### src/rtl/scan_sequencer.sv
// Index scan sequencer: steps a 3-bit select index through up, down, ping-pong or
// one-shot patterns at a programmable prescaled rate, with registered outputs.
module scan_sequencer #(
  parameter int PRESCALE_W = 16
) (
  input  logic                  clk,
  input  logic                  rst,
  input  logic                  start,
  input  logic                  stop,
  input  logic                  en,
  input  logic [1:0]            mode,
  input  logic [PRESCALE_W-1:0] period,
  output logic [2:0]            idx,
  output logic                  step,
  output logic                  busy,
  output logic                  done
);

  typedef enum logic {IDLE, RUN} state_e;

  localparam logic [1:0] MODE_UP   = 2'b00;
  localparam logic [1:0] MODE_DOWN = 2'b01;
  localparam logic [1:0] MODE_PING = 2'b10;
  localparam logic [1:0] MODE_ONCE = 2'b11;

  state_e                state_q, state_d;
  logic [1:0]            mode_q, mode_d;
  logic [PRESCALE_W-1:0] period_q, period_d;
  logic [PRESCALE_W-1:0] presc_q, presc_d;
  logic [2:0]            idx_q, idx_d;
  logic                  dir_up_q, dir_up_d;
  logic                  step_q, step_d;
  logic                  busy_q, busy_d;
  logic                  done_q, done_d;

  always_ff @(posedge clk or posedge rst) begin
    if (rst) begin
      state_q  <= IDLE;
      mode_q   <= MODE_UP;
      period_q <= '0;
      presc_q  <= '0;
      idx_q    <= 3'd0;
      dir_up_q <= 1'b1;
      step_q   <= 1'b0;
      busy_q   <= 1'b0;
      done_q   <= 1'b0;
    end else begin
      state_q  <= state_d;
      mode_q   <= mode_d;
      period_q <= period_d;
      presc_q  <= presc_d;
      idx_q    <= idx_d;
      dir_up_q <= dir_up_d;
      step_q   <= step_d;
      busy_q   <= busy_d;
      done_q   <= done_d;
    end
  end

  always_comb begin
    state_d  = state_q;
    mode_d   = mode_q;
    period_d = period_q;
    presc_d  = presc_q;
    idx_d    = idx_q;
    dir_up_d = dir_up_q;
    step_d   = 1'b0;
    done_d   = 1'b0;

    if (state_q == IDLE) begin
      // stop beats a coincident start; idx keeps its last value in that case
      if (start && !stop) begin
        state_d  = RUN;
        mode_d   = mode;
        period_d = period;
        presc_d  = '0;
        idx_d    = (mode == MODE_DOWN) ? 3'd7 : 3'd0;
        dir_up_d = 1'b1;
      end
    end else begin
      if (stop) begin
        state_d = IDLE;
      end else if (en) begin
        if (presc_q == period_q) begin
          presc_d = '0;
          step_d  = 1'b1;
          case (mode_q)
            MODE_UP:   idx_d = idx_q + 3'd1;
            MODE_DOWN: idx_d = idx_q - 3'd1;
            MODE_PING: begin
              // turn around at the ends so no endpoint is visited twice in a row
              if (dir_up_q) begin
                if (idx_q == 3'd7) begin
                  dir_up_d = 1'b0;
                  idx_d    = 3'd6;
                end else begin
                  idx_d = idx_q + 3'd1;
                end
              end else begin
                if (idx_q == 3'd0) begin
                  dir_up_d = 1'b1;
                  idx_d    = 3'd1;
                end else begin
                  idx_d = idx_q - 3'd1;
                end
              end
            end
            MODE_ONCE: begin
              if (idx_q == 3'd7) begin
                state_d = IDLE;
                step_d  = 1'b0;
                done_d  = 1'b1;
              end else begin
                idx_d = idx_q + 3'd1;
              end
            end
            default: idx_d = idx_q;
          endcase
        end else begin
          presc_d = presc_q + PRESCALE_W'(1);
        end
      end
    end

    busy_d = (state_d == RUN);
  end

  assign idx  = idx_q;
  assign step = step_q;
  assign busy = busy_q;
  assign done = done_q;

endmodule

### config.mk
export PLATFORM = sky130hd
export DESIGN_NAME = scan_sequencer
export DESIGN_NICKNAME = d
export VERILOG_FILES = /design/src/rtl/scan_sequencer.sv
export SDC_FILE = /design/constraint.sdc
export NUM_CORES = 1
export LEC_CHECK = 0
export CAP_MARGIN = 20
export CORE_MARGIN = 5
export CORE_UTILIZATION = 50
export DETAILED_ROUTE_END_ITERATION = 8
export MAX_ROUTING_LAYER = met4
export PLACE_DENSITY = 0.76
export SYNTH_ARGS = -nofsm -noshare
export SYNTH_HDL_FRONTEND = slang
export SYNTH_SLANG_ARGS = --single-unit
### constraint.sdc
create_clock -name clk -period 1.94 [get_ports clk]
set_input_delay 0.388 -clock clk [delete_from_list [all_inputs] [get_ports clk]]
set_output_delay 0.388 -clock clk [all_outputs]
set_load 0.05 [all_outputs]
; ---- Word-level counts from Yosys, hierarchy flattened
; Index checks and enable logic that the tools add are counted.
[op_classes]
n_addsub = 3
eq_ne = 11
n_mux = 41
n_bitwise = 1
n_reduce_logical = 9
[ops]
columns = op, n
row1 = 2-to-1 mux 16 bit, 5
row2 = 2-to-1 mux 3 bit, 10
row3 = 2-to-1 mux 1 bit, 25
row4 = adder 16 x 1 -> 16 bit (second input constant), 1
row5 = equality test 16 bit, 1
row6 = case mux 3 bit (4 select lines), 1
row7 = AND reduction 5 bit, 2
row8 = equality test 2 x 1 -> 1 bit (second input constant), 2
row9 = equality test 2 bit (second input constant), 2
row10 = inequality test 2 x 1 -> 1 bit (second input constant), 2
row11 = inequality test 2 bit (second input constant), 2
row12 = adder 3 x 1 -> 3 bit (second input constant), 1
row13 = equality test 3 bit (second input constant), 1
row14 = logical NOT 3 bit, 1
row15 = inequality test 3 bit (second input constant), 1
row16 = AND reduction 3 bit, 1
row17 = subtractor 3 x 1 -> 3 bit (second input constant), 1
row18 = logical NOT 2 bit, 1
row19 = AND reduction 2 bit, 1
row20 = nonzero test 2 bit, 1
row21 = logical AND 1 bit, 1
row22 = logical NOT 1 bit, 1
row23 = inverter 1 bit, 1
[totals]
reg_bits = 41
input_bits = 23
output_inout_bits = 6
word_cells = 73

; ---- Logic depth before layout (Yosys ltp)
; Gate-level depths: netlist of the first run.
[logic_depth]
word_depth = 8
depth_mapped = 9
depth_no_buf = 9

; ---- Worst setup path before layout of the first run
; Ideal clock, no wire load.
[synth_timing]
path_type = register to register
start = reg busy (netlist name)
end = reg presc_q[9]
setup_time_ns = 0.121
arrival_time_ns = 1.976
required_ns = 1.819
slack_ns = -0.157
stages_incl_launch_ff = 9
n_path_buf = 3
period_less_slack_ns = 2.097
path_cell_list = dfrtp_1 -> buf_2 -> nand2_1 -> a21o_1 -> clkbuf_1 -> buf_2 -> nor4_1 -> xnor2_1 -> nor2_1
[synth_rtl]
columns = item, line_no
row1 = "end signal, assigned", 51  ; presc_q <= presc_d;
row2 = "end, declared", 29  ; logic [PRESCALE_W-1:0] presc_q, presc_d;

; ---- Final worst setup path of the first run
[layout_timing]
start = reg idx_q[1], in the netlist idx[1]
end = out idx[1]
[layout_rtl]
columns = item, line_no
row1 = "start, declared", 30  ; logic [2:0] idx_q, idx_d;
row2 = "start signal, assigned", 52  ; idx_q <= idx_d;
row3 = "end, declared", 13  ; output logic [2:0] idx,
; No word-level cell between the ends.

==> results of run 1 <==
==> state kept, by name (all words and copies together), names as in the netlist <==
name      cells
busy          1
dir_up_q      1
step          1
mode_q        2
done          1
idx           3
period_q     16
presc_q      16
==> cell usage in the layout (no fill, tap or decap), drive strengths merged, types with 3 or more instances in the layout <==
cell type / count
nor2: 18
nand3: 6
buf: 29
xor2: 17
dfrtp: 40
a221oi: 3
clkbuf: 7
xnor2: 11
nand2: 14
ha: 10
inv: 15
o21ai: 7
clkdlybuf4s50: 25
mux2: 16
nand4: 5
a21oi: 5
nor3: 10
nor4: 10
==> final timing paths <==
| path | depth (start not counted) | to | slack (ns) | from |
|---|---|---|---|---|
| max | 1 | idx[1] | 0.06 | idx[1]$_DFFE_PP0P_ |
| min | 2 | busy$_DFF_PP0_ | 0.39 | rst |
| max reg2reg | 6 | idx[0]$_DFFE_PP0P_ | 0.07 | presc_q[4]$_DFFE_PP0P_ |
| min reg2reg | 1 | period_q[3]$_DFFE_PP0P_ | 0.53 | period_q[3]$_DFFE_PP0P_ |
| max in group asynchronous | 3 | presc_q[0]$_DFFE_PP0P_ | 1.04 | rst |
| min in group clk | 1 | period_q[3]$_DFFE_PP0P_ | 0.53 | period_q[3]$_DFFE_PP0P_ |
==> layer usage <==
layer  up-vias  track usage, %
met2        36           28.37
met4         0           5.326
met5         -               -
li1        882               -
met1       896           24.22
met3         6           3.472
==> cells by family after synthesis <==
group                    Yosys count  share of synthesized area (%)
flip-flops                        41                          45.11
XOR/XNOR                          28                          10.77
adder cells (fa/ha/maj)           10                          5.495
AO/OA/AOI/OAI                     27                          8.187
multiplexers                      18                          8.791
AND/OR/NAND/NOR                   75                          17.47
buffers and inverters             24                          4.175
==> report_power, final <==
group	total (µW)	switching, µW	internal (µW)
Combinational	745	384	360
Sequential	1110	123	990
Clock	710	290	419
==> through the flow <==
stage	hold WS, ns	area, µm²	setup WS (ns)
floorplan	0.4960	2281	-0.01192
global placement	0.5123	2800	-0.05105
detailed placement	0.5187	2800	-0.06708
CTS	0.4063	2929	0.004351
global route	0.4180	2970	-0.006720
finish	0.3920	2970	0.06389
==> timing repair <==
item,4_1_cts,5_1_grt
hold buffers,0,0
resized for setup,2,7
endpoints found under the setup margin,4,7
pin swaps,2,5
==> layout make-up <==
cell class	count	area share, %
Multi-Input combinational cell	158	40.69
Sequential cell	41	34.71
Timing Repair Buffer	54	16.60
Clock buffer	7	2.906
Tap cell	52	2.190
Inverter	15	1.896
Clock inverter	1	1.011
==> flow_summary_export.csv, run 1 <==
group,metric,value,unit
pwr,power,2567,µW
pwr,p_leak,0.001315,µW
pwr,peakVddDrop,0.6420,mV
route,vias,1820,
logic_synthesis,synth.most_common_cell,"dfrtp_1",
critical_path,crit_arrival,1.49,ns
clock_tree,clockRootBuffer,"clkbuf_8",
global_routing,antenna_found_initial,0,
die,die-area,6004,µm²
global_routing,grt_max_degree,33,
logic_synthesis,synthTopCellsByArea,"dfrtp_1 44%, mux2_2 7.9%, xor2_1 6.5%",
clock_tree,cts_setup_buffers,0,
sta,setup_viol,0,
clock_tree,clock_latency,0.29,ns
logic_synthesis,avgSynthCellArea,10.21,µm²
placed_design,place_inst,320,
logic_synthesis,yosysTopAreaCellShare,43.96,%
route,dr.pass1.iters,5,
route,initialDrtViolationCount,151,
route,route.detailed.drc,0,
route,wl_met3,219,µm
layout,register_area,1031,µm²
sta,fmaxAchievable,533.0,MHz
hold_path,min_path_type,"in2async",
layout,multi_input_area,1209,µm²
die,coreArea,4384,µm²
layout,drive_gt1_share,24.28,%
critical_path,endpoint_kind,"primary output",
clock_tree,clk_pin_slew,0.08,ns
sta,finalHoldViolCount,0,
logic_synthesis,synthCells,223,
critical_path,critPathMaxFanout,3,
die,io_pins,29,
route,wl_per_cell,15.51,µm
route,wl_met1,2.304,mm
clock_tree,clock_sinks,41,
sta,tightest_slew,0.4929,ns
clock_tree,htree_levels,2,
global_routing,grt_overflow,0,
logic_synthesis,syn_area,2277,µm²
logic_synthesis,yosys-top-cells-count,"40 x dfrtp_1, 18 x nor2_1, 17 x xor2_1",
flow_run,drv_cap,0,
layout,fin_nets,308,
die,initial_utilization,51.94,%
critical_path,crit_slowest_cell,"clkdlybuf4s50_1",
logic_synthesis,synth.ff_latch_count,41,
logic_synthesis,syn_nets,256,
layout,area_growth,30.44,%
logic_synthesis,ys_types,40,
placed_design,place_hpwl,3.749,mm
clock_tree,cts_made_buffers,5,
die,die_h,77.49,µm
critical_path,crit_required,1.55,ns
clock_tree,tritoncts,"done",
critical_path,setup.worst_path.class,"reg2out",
sta,maxSlewViolCount,0,
sta,fin_setup_tns,0,ns
route,ant_nets,0,
logic_synthesis,yosysTopAreaCell,"dfrtp_1",
die,rows,24,
global_routing,grt_pass1_vias,1836,
critical_path,cp_num_buf_inv,1,
die,fp.dieW,77.49,µm
status,status,"finished clean",
pwr,power_density,864.1,nW/µm²
layout,fillCellCount,323,
route,met2_length,2.484,mm
sta,period_share,96.71,%
logic_synthesis,synth_edf_count,0,
critical_path,critPathMaxStageDelay,0.80,ns
critical_path,critPathTopFamily,"buffers and inverters",
sta,period_needed,1.876,ns
clock_tree,cts_buffer_depth,2,
logic_synthesis,yosys_warnings,0,
layout,fin_util,67.75,%
sta,finClkSkew,0.004271,ns
critical_path,cp_cell_sequence,"clkdlybuf4s50_1",
global_routing,grt_pass1_wl,8.625,mm
global_routing,grt_usage,18.19,%
logic_synthesis,yosysSeqAreaShare,45.11,%
logic_synthesis,async_flop_share,100.0,%
route,wl,5.088,mm
logic_synthesis,ys.flop_type,"dfrtp_1",
placed_design,io_buffers,28,
layout,antenna_cells,0,
sta,slew_headroom,67.04,%
route,highest_layer,"met4",
layout,instances_no_fill,328,
placed_design,gp_congestion,0.8681,
critical_path,worst_setup_path_start_kind,"flip-flop",
route,routed_via_density,5.549,
Note: power is estimated with default switching activity, not from simulation.
==> inputs of run 2 (changes only) <==
--- a/config.mk
+++ b/config.mk
@@ -6,11 +6,13 @@
 export NUM_CORES = 1
 export LEC_CHECK = 0
 export CAP_MARGIN = 20
+export CORE_ASPECT_RATIO = 0.7
 export CORE_MARGIN = 5
 export CORE_UTILIZATION = 50
 export DETAILED_ROUTE_END_ITERATION = 8
 export MAX_ROUTING_LAYER = met4
 export PLACE_DENSITY = 0.76
+export SLEW_MARGIN = 30
 export SYNTH_ARGS = -nofsm -noshare
 export SYNTH_HDL_FRONTEND = slang
 export SYNTH_SLANG_ARGS = --single-unit
==> run 2 against run 1 <==
  * Non-clock buffer count up 7
  * Final cell count up 3.0%
  * Hold slack better by 0.063 ns
  * Setup slack worse by 0.022 ns
  * Core utilization up 2.2 points
  * Design area up 3.2%
  * Sequential power about the same
  * Sequential share of layout area down 1.1 points
  * Critical endpoint is now idx[2]$_DFFE_PP0P_
==> flow_summary_export.csv, run 2 (synthesized netlist as in run 1, its figures left out) <==
group,metric,value,unit
placed_design,io_buffers,28,
die,io_pins,29,
critical_path,worst_setup_path_start_kind,"flip-flop",
sta,setup_viol,0,
clock_tree,cts_setup_buffers,0,
critical_path,endpoint_kind,"flip-flop",
critical_path,critPathLaunch,"presc_q[5]$_DFFE_PP0P_",
clock_tree,clock_sinks,41,
clock_tree,clock_latency,0.30,ns
clock_tree,cts_made_buffers,5,
layout,area_growth,34.62,%
pwr,comb_power_share,29.6,%
die,die-area,6026,µm²
placed_design,gp_congestion,0.8947,
route,vias,1873,
critical_path,critPathMaxFanout,3,
sta,period_needed,1.898,ns
placed_design,place_hpwl,3.895,mm
route,ant_nets,0,
route,dr.pass1.iters,4,
pwr,switching_power,820.5,µW
critical_path,crit_arrival,2.08,ns
clock_tree,clockRootBuffer,"clkbuf_8",
critical_path,regToRegEndpoint,"idx[2]$_DFFE_PP0P_",
die,initial_utilization,52.00,%
route,initialDrtViolationCount,200,
clock_tree,htree_levels,2,
route,wl_per_cell,15.96,µm
sta,finalHoldViolCount,0,
die,fp.dieW,90.66,µm
critical_path,reg2reg_slack,0.04,ns
route,wl_met1,2.721,mm
sta,fmaxAchievable,526.7,MHz
pwr,pwr-share-clk,27.6,%
route,routed_via_density,5.541,
layout,drive_gt1_share,26.86,%
sta,period_share,97.86,%
pwr,intPower,1788,µW
placed_design,placed_area,2851,µm²
route,met2_length,2.267,mm
critical_path,cp-endpoint,"idx[2]$_DFFE_PP0P_",
route,route.detailed.drc,0,
critical_path,r2r_start,"presc_q[5]$_DFFE_PP0P_",
layout,fillCellCount,313,
critical_path,reg2regPathDepth,5,
global_routing,grt_pass1_wl,9.356,mm
pwr,peakVddDrop,0.6210,mV
sta,fin_ws,0.04151,ns
flow_run,drv_cap,0,
pwr,p_leak,0.001368,µW
sta,fin_setup_tns,0,ns
global_routing,grt_max_degree,42,
layout,antenna_cells,0,
clock_tree,tritoncts,"done",
critical_path,setup.worst_path.class,"reg2reg",
layout,layout_common_cells,"37 x dfrtp_1, 30 x buf_4, 25 x clkdlybuf4s50_1",
status,status,"finished clean",
global_routing,antenna_found_initial,0,
route,wl_met3,344,µm
sta,tightest_slew,0.5072,ns
clock_tree,clk_pin_slew,0.08,ns
layout,final_common_cell,"dfrtp_1",
layout,fin_nets,315,
sta,slew_headroom,66.13,%
global_routing,grt_usage,20.37,%
route,wl,5.396,mm
global_routing,grt_overflow,0,
global_routing,grt_pass1_vias,1925,
pwr,seqPwrFrac,42.8,%
layout,design_area,3065,µm²
die,rows,20,
placed_design,post-place-ws,-0.1408,ns
sta,finClkSkew,0.004005,ns
critical_path,crit_required,2.12,ns
hold_path,min_path_type,"in2async",
die,coreArea,4379,µm²
sta,maxSlewViolCount,0,
die,die_h,66.47,µm
sta,hold-worst-slack,0.4551,ns
clock_tree,cts_buffer_depth,2,
clock_tree,cts_hold_buf,0,
route,highest_layer,"met4",
sta,rsz0062_at_grt,"true",
pwr,power_density,851.1,nW/µm²
pwr,swShare,31.45,%
-- run 2: layer usage --
| metal | GRT usage, % | up-vias |
|---|---|---|
| met5 | - | - |
| met2 | 28.26 | 57 |
| met1 | 29.34 | 912 |
| li1 | - | 896 |
| met3 | 4.853 | 8 |
| met4 | 6.320 | 0 |
-- run 2: cell type report --
class                           count  area [µm²]  area share, %
Multi-Input combinational cell    158        1231          40.16
Sequential cell                    41        1031          33.63
Timing Repair Buffer               61       561.8          18.33
Clock buffer                        7       86.33          2.816
Tap cell                           55       68.82          2.245
Inverter                           15       56.30          1.837
Clock inverter                      1       30.03         0.9796
-- run 2: what timing repair did --
item | 4_1_cts | 5_1_grt
resized for setup | 10 | 10
endpoints found under the setup margin | 16 | 20
pin swaps | 6 | 2
gates cloned | 1 | 0
-- run 2: critical path, cell delays in order, from the launching register on --
cell and delay (ns):
dfrtp_1 0.44, xor2_1 0.21, nor4_4 0.37, and4_4 0.31
a31oi_4 0.11, a221o_1 0.35
-- run 2: worst min-delay path by stage --
stage                               end  depth (start not counted)                      from
2_1_floorplan            busy$_DFF_PP0_                          1                      stop
3_3_place_gp   period_q[15]$_DFFE_PP0P_                          1  period_q[15]$_DFFE_PP0P_
3_5_place_dp    period_q[1]$_DFFE_PP0P_                          1   period_q[1]$_DFFE_PP0P_
4_1_cts          presc_q[5]$_DFFE_PP0P_                          3                       rst
5_1_grt          presc_q[5]$_DFFE_PP0P_                          3                       rst
6_report         presc_q[5]$_DFFE_PP0P_                          3                       rst
-- run 2: power by group through the flow --
stage	sequential [µW]	combinational (µW)	clock [µW]
global placement	1120	674	0
CTS	1110	718	732
global route	1140	856	755
detailed placement	1130	699	0
floorplan	1120	449	0
finish	1120	773	720
-- run 2: metrics by stage --
stage                     power, µW  util, %  cells
final                          2609    70.00    338
after global routing           2752    70.00    338
after CTS                      2563    68.94    338
after detailed placement       1826    65.11    329
after global placement         1797    65.11    329
after floorplan                1570        -    223
